File: src/rtl/tag_op_stim_gen.sv
// Stimulus source for non-blocking cache tag-op regressions.
// Walks every (way, set) pair three times issuing TAGST, TAGLV, then TAGLA.
// Each request carries a unique non-zero id. A credit count bounds the number
// of responses in flight. done_o rises once every response has come back.
module tag_op_stim_gen #(
  parameter int src_id_width_p        = 8,
  parameter int data_width_p          = 32,
  parameter int addr_width_p          = 32,
  parameter int ways_p                = 2,
  parameter int sets_p                = 4,
  parameter int tag_width_lp          = 20,
  parameter int block_size_in_words_p = 8,
  parameter int max_out_p             = 4,
  parameter int seed_p                = 'h5A5,
  localparam int block_offset_width_lp = $clog2(data_width_p >> 3) + $clog2(block_size_in_words_p),
  localparam int lg_ways_lp            = $clog2(ways_p),
  localparam int lg_sets_lp            = $clog2(sets_p),
  localparam int opcode_width_lp       = 6,
  localparam int mask_width_lp         = data_width_p >> 3,
  localparam int bsg_cache_nb_pkt_width_lp =
    opcode_width_lp + src_id_width_p + addr_width_p + data_width_p + mask_width_lp
) (
  input  logic                                 clk_i,
  input  logic                                 reset_i,
  input  logic                                 start_i,
  output logic                                 v_o,
  output logic [bsg_cache_nb_pkt_width_lp-1:0] cache_pkt_o,
  input  logic                                 yumi_i,
  input  logic                                 v_i,
  input  logic [src_id_width_p-1:0]            src_id_i,
  output logic                                 yumi_o,
  output logic                                 done_o,
  output logic                                 err_o
);

  localparam int cnt_w_lp = lg_ways_lp + lg_sets_lp;
  localparam int out_w_lp = $clog2(max_out_p + 1);
  localparam logic [cnt_w_lp-1:0] cnt_last_lp = cnt_w_lp'(ways_p * sets_p - 1);

  // Tag-op opcode encodings of the cache packet.
  localparam logic [opcode_width_lp-1:0] op_tagst_lp = 6'b010000;
  localparam logic [opcode_width_lp-1:0] op_taglv_lp = 6'b010010;
  localparam logic [opcode_width_lp-1:0] op_tagla_lp = 6'b010011;

  typedef enum logic [2:0] {IDLE, STORE, LOAD_V, LOAD_A, DRAIN, DONE} state_e;

  state_e                    state_q, state_d;
  logic [cnt_w_lp-1:0]       cnt_q, cnt_d;
  logic [src_id_width_p-1:0] next_id_q, next_id_d;
  logic [out_w_lp-1:0]       out_q, out_d;
  logic                      done_q, done_d;
  logic                      err_q, err_d;

  logic                       issuing;
  logic                       req_acc;
  logic [opcode_width_lp-1:0] pkt_op;
  logic [addr_width_p-1:0]    pkt_addr;
  logic [data_width_p-1:0]    pkt_data;

  // Handshakes: issue only while walking and a credit is free; accept responses once started.
  always_comb begin
    issuing = (state_q == STORE) || (state_q == LOAD_V) || (state_q == LOAD_A);
    v_o     = issuing && (out_q < out_w_lp'(max_out_p));
    req_acc = v_o && yumi_i;
    yumi_o  = v_i && (state_q != IDLE);
  end

  // Request packet built purely from registers so it holds steady while stalled.
  always_comb begin
    pkt_op   = '0;
    pkt_addr = '0;
    pkt_data = '0;
    pkt_addr[block_offset_width_lp + lg_sets_lp +: lg_ways_lp] = cnt_q[cnt_w_lp-1 -: lg_ways_lp];
    pkt_addr[block_offset_width_lp +: lg_sets_lp]              = cnt_q[lg_sets_lp-1:0];
    case (state_q)
      STORE: begin
        pkt_op = op_tagst_lp;
        pkt_data[tag_width_lp-1:0] = tag_width_lp'(seed_p) ^ tag_width_lp'(cnt_q);
        pkt_data[data_width_p-1]   = 1'b1;
        pkt_data[data_width_p-2]   = cnt_q[0];
      end
      LOAD_V:  pkt_op = op_taglv_lp;
      LOAD_A:  pkt_op = op_tagla_lp;
      default: pkt_op = '0;
    endcase
    cache_pkt_o = '0;
    if (v_o) begin
      cache_pkt_o = {pkt_op, next_id_q, pkt_addr, pkt_data, {mask_width_lp{1'b1}}};
    end
  end

  // Next-state: walk counter, id generator, credit tracking and error capture.
  always_comb begin
    state_d   = state_q;
    cnt_d     = cnt_q;
    next_id_d = next_id_q;
    out_d     = out_q;
    err_d     = err_q;
    done_d    = done_q || (state_q == DONE);

    if (req_acc) begin
      // Id 0 is reserved as "no id", so a wrap skips straight to 1.
      next_id_d = (next_id_q == '1) ? src_id_width_p'(1) : next_id_q + src_id_width_p'(1);
      if (cnt_q == cnt_last_lp) begin
        cnt_d = '0;
        case (state_q)
          STORE:   state_d = LOAD_V;
          LOAD_V:  state_d = LOAD_A;
          default: state_d = DRAIN;
        endcase
      end else begin
        cnt_d = cnt_q + cnt_w_lp'(1);
      end
    end

    case (state_q)
      IDLE:    if (start_i) state_d = STORE;
      DRAIN:   if (out_q == '0) state_d = DONE;
      default: ;
    endcase

    if (yumi_o && ((out_q == '0) || (src_id_i == '0))) begin
      err_d = 1'b1;
    end

    // A response with nothing outstanding retires nothing, so the count never underflows.
    case ({req_acc, yumi_o})
      2'b10:   out_d = out_q + out_w_lp'(1);
      2'b01:   if (out_q != '0) out_d = out_q - out_w_lp'(1);
      2'b11:   if (out_q == '0) out_d = out_q + out_w_lp'(1);
      default: ;
    endcase
  end

  // State registers with synchronous reset.
  always_ff @(posedge clk_i) begin
    if (reset_i) begin
      state_q   <= IDLE;
      cnt_q     <= '0;
      next_id_q <= src_id_width_p'(1);
      out_q     <= '0;
      done_q    <= 1'b0;
      err_q     <= 1'b0;
    end else begin
      state_q   <= state_d;
      cnt_q     <= cnt_d;
      next_id_q <= next_id_d;
      out_q     <= out_d;
      done_q    <= done_d;
      err_q     <= err_d;
    end
  end

  assign done_o = done_q;
  assign err_o  = err_q;

endmodule

File: config.mk
export PLATFORM = sky130hd
export DESIGN_NAME = tag_op_stim_gen
export DESIGN_NICKNAME = d
export VERILOG_FILES = /design/src/rtl/tag_op_stim_gen.sv
export SDC_FILE = /design/constraint.sdc
export NUM_CORES = 1
export LEC_CHECK = 0
export CAP_MARGIN = 20
export CORE_UTILIZATION = 37
export DETAILED_ROUTE_END_ITERATION = 16
export GPL_TIMING_DRIVEN = 0
export PLACE_DENSITY = 0.92
export SKIP_LAST_GASP = 1
export SLEW_MARGIN = 20
export SYNTH_ARGS = -nofsm -noshare
export SYNTH_HDL_FRONTEND = slang
export SYNTH_SLANG_ARGS = --single-unit
File: constraint.sdc
create_clock -name clk_i -period 2.4 [get_ports clk_i]
set_input_delay 0.36 -clock clk_i [delete_from_list [all_inputs] [get_ports clk_i]]
set_output_delay 0.36 -clock clk_i [all_outputs]
set_load 0.005 [all_outputs]
==> summary by stage <==
Timing
The hold violation count in the final report is 0. The portion of the clock cycle consumed by the worst path in the final layout is 96.5%. The peak clock frequency supported by timing is 0.432 GHz. The smallest clock period supported by the final layout is computed as 2.31 ns. Once routing completed, OpenROAD measured the worst setup slack at 0.0851 ns. Across the routed clock network, the largest skew measured is 0.00791 ns. Setup repair after global routing left no endpoint under its margin. The number of max-slew violations in the final report came to 0.

The worst hold slack is 0.477 ns. Setup violations remaining at the end of the flow were counted as 0.

Die
The row count is 23. The die is 68.0 um wide. The floorplan step defined a die boundary enclosing 4620 um^2. During I/O placement, the number of pins put on the boundary was 99. The core footprint is 4090 um^2.

The vertical die dimension is 68.0 um. The initial core utilization is 39.4%.

Critical path
Traced cell by cell, the critical path runs through buf_2, nor2_4, buf_6, buf_4, and2_4, buf_4, clkdlybuf4s50_1. The worst setup path is captured at an output pin. In this run the worst setup path begins at state_q[2]. The kind of cell with the highest combined delay along the critical path is buffers and inverters. The longest individual stage delay on the worst path is 0.50 ns.

The nature of the critical path startpoint is a flip-flop. The highest-delay cell along the critical path is sky130_fd_sc_hd__clkdlybuf4s50_1. Along the worst path, the maximum fanout reaches 10.

For the worst setup path, the data arrival time is 1.95 ns. The worst setup path is of the flip-flop to output pin kind. The critical path's most frequent cell is sky130_fd_sc_hd__buf_4.

The critical path buffer and inverter count is 5. The worst path required time is 2.04 ns. In this run the critical register-to-register path is launched from state_q[0].

Global routing
The final global-route overflow total is 0. The first-pass GRT wire length is 5200 um. The number of antenna violations at the first check in global routing is 0. Entering global routing, the biggest net connects 20 pins. The number of global-route vias before repair was 1227.

Global routing consumed, over all layers together, 15.1% of the routing resources.

Cells and area
The non-filler instance count after layout is 353. The number of fill cells in the layout is 377. In the final layout, the multi-input gates occupy 900 um^2.

The area growth from synthesis to layout is 47.5%. At the end of the flow, the number of nets in the layout was 321. The number of diodes is 0. The footprint of the flip-flops and latches is 380 um^2. The finished cells cover 2380 um^2. Of the cells placed in the final design, the portion with a size suffix greater than 1 is 28.4%.

Placement
At the end of routability-driven placement, the weighted congestion stood at 0.776. In this run the tool buffered the top-level ports with 43 buffer cells. Once placement completed, the tool counted placed cells totaling 349. Prior to clock tree synthesis, the placed netlist has a worst setup slack of -0.0841 ns. The wire-length estimate of the detail-placed layout is 2720 um. Summing all placed instances gives a cell area of 2310 um^2.

Logic synthesis
Ranked by total cell area, the synthesized netlist is headed by sky130_fd_sc_hd__buf_4, sky130_fd_sc_hd__dfxtp_1, sky130_fd_sc_hd__and3_1. In this run the mean area of a mapped cell was 7.98 um^2. In this run the biggest area consumer among cell types represents 29.8% of the synthesized area. The number of different library cells used by synthesis comes to 40. The share of the Yosys chip area taken by registers is 23.6%. sky130_fd_sc_hd__buf_4 is the most common cell in the netlist.

The number of register bits inferred by synthesis is 19. In this run, synthesis inferred 0 flip-flops with an integrated enable. The synthesized design spends more area on one cell type than any other, namely sky130_fd_sc_hd__buf_4. The total number of yosys warnings is 0. Summing every instance area after synthesis gives 1610 um^2. The commonest cells after synthesis are sky130_fd_sc_hd__buf_4, sky130_fd_sc_hd__dfxtp_1, sky130_fd_sc_hd__nand2_1. The dominant synthesized flop cell is sky130_fd_sc_hd__dfxtp_1. The post-synthesis instance total is 202. For this run, asynchronously set or reset flops after synthesis account for 0%.

Pwr
In this run the static leakage power is 1.19 nW. The completed layout was analyzed and its total power is 0.000856 W. The power per unit of standard cell area is 360 nW/um^2. Across the VDD grid, the largest voltage drop is 277 uV.

Job
Max-cap violations in this run came to 0.

Clock network
At the later pin of the worst-skew pair, clock insertion delay measures 0.27 ns. The number of buffers inserted by hold repair at cts is 0. The maximum count of clock buffers along a single path is 2.

The clock root buffer is sky130_fd_sc_hd__clkbuf_8. Clock-pin slew was measured on the worst setup and hold paths at 0.07 ns. In this run, CTS created clock tree buffers numbering 3. In this run the number of H-tree levels came out at 1. CTS saw 19 sinks. TritonCTS built the clock tree.

Worst hold path
The classification of the worst-slack hold path is flip-flop to flip-flop. The launch instance of the worst min-delay path is err_o.

Drt
After detailed routing, the total wire length is 3420 um. The via count of the routed design is 1437. The number of detailed-routing iterations run before antenna repair is 4. After detailed routing, the number of remaining DRC violations is 0. The number of routed nets with antenna violations is 0.

The average wire per cell in the routed design is 9.68 um. The vias per cell is 4.07. The DRC marker count from the first detailed-route iteration is 69.

Run status
The run finished with clean final reports.
[repair_timing]
item	CTS	global route
pin swaps	0	0
buffers inserted	0	1
endpoints found under the hold margin	0	0
endpoints found under the setup margin	8	11
resized for setup	4	5
[layout make-up]
type	instances	area share, %
Tap cell	50	2.63
Clock buffer	3	1.74
Multi-Input combinational cell	160	37.8
Sequential cell	19	16.0
Timing Repair Buffer	44	18.4
Buffer	70	22.2
Clock inverter	1	0.211
Inverter	6	0.947
[layer usage]
| metal | up-vias | part of all wire (%) | global-route usage (%) |
|---|---|---|---|
| li1 | 761 | - | - |
| met1 | 621 | 39 | 15.1 |
| met2 | 51 | 51 | 28.8 |
| met3 | 4 | 8.5 | 4.50 |
| met4 | 0 | 1.2 | 5.47 |
| met5 | - | 0 | 0 |
[cell families (layout without fill, tap and decap cells)]
| family | count (synthesis) | in the layout | share of synthesized area (%) |
|---|---|---|---|
| flip-flops | 19 | 19 | 23.6 |
| other | 1 | 55 | 0.233 |
| multiplexers | 5 | 5 | 3.26 |
| buffers and inverters | 77 | 124 | 33.9 |
| XOR/XNOR | 5 | 5 | 3.18 |
| AO/OA/AOI/OAI | 21 | 21 | 8.54 |
| adder cells (fa/ha/maj) | 4 | 4 | 3.11 |
| AND/OR/NAND/NOR | 70 | 70 | 24.1 |
[power by group]
part | internal, W | switching, W | leakage [nW] | total [W]
registers | 0.000329 | 0.0000142 | 0.154 | 0.000343
logic | 0.000178 | 0.000109 | 1.01 | 0.000287
clock network | 0.000116 | 0.000110 | 0.0255 | 0.000226
[flip-flops by register name, summed over array words and instances (netlist names)]
signal     cells
cnt_q          3
done_o         1
err_o          1
next_id_q      8
out_q          3
state_q        3
[stage by stage]
| step | setup TNS [ns] | util (%) |
|---|---|---|
| floorplan | 0 | - |
| global placement | -0.0547 | 56.5 |
| detailed placement | -0.0841 | 56.5 |
| CTS | 0 | 57.7 |
| global route | 0 | 58.2 |
| finish | 0 | 58.2 |
[worst reg2reg max path: stages, from the launching register on]
cell and delay, ns:
sky130_fd_sc_hd__dfxtp_1 0.31, sky130_fd_sc_hd__buf_6 0.13, sky130_fd_sc_hd__or2_4 0.23, sky130_fd_sc_hd__buf_6 0.16, sky130_fd_sc_hd__nand3_2 0.15, sky130_fd_sc_hd__nand2_1 0.08
sky130_fd_sc_hd__xnor2_1 0.13, sky130_fd_sc_hd__ha_1 0.21, sky130_fd_sc_hd__and4_1 0.18, sky130_fd_sc_hd__mux2i_1 0.19, sky130_fd_sc_hd__mux2_1 0.35
[path summary, 6_finish.rpt]
kind,end,slack [ns],depth (start not counted)
setup / recovery,cache_pkt_o[0],0.09,7
hold / removal,err_o,0.48,2
setup reg to reg,out_q[2],0.16,10
hold reg to reg,err_o,0.48,2
[layout by cell type (no fill, tap or decap), drive strengths merged, types with 5 or more instances in the layout]
cell           count
conb              55
dfxtp             19
nand2             14
buf               70
inv                6
and3              12
or3                6
xnor2              5
a21oi              9
and2               5
clkdlybuf4s50     43
nor2              12
No activity file was read; power rests on OpenSTA's default activity.
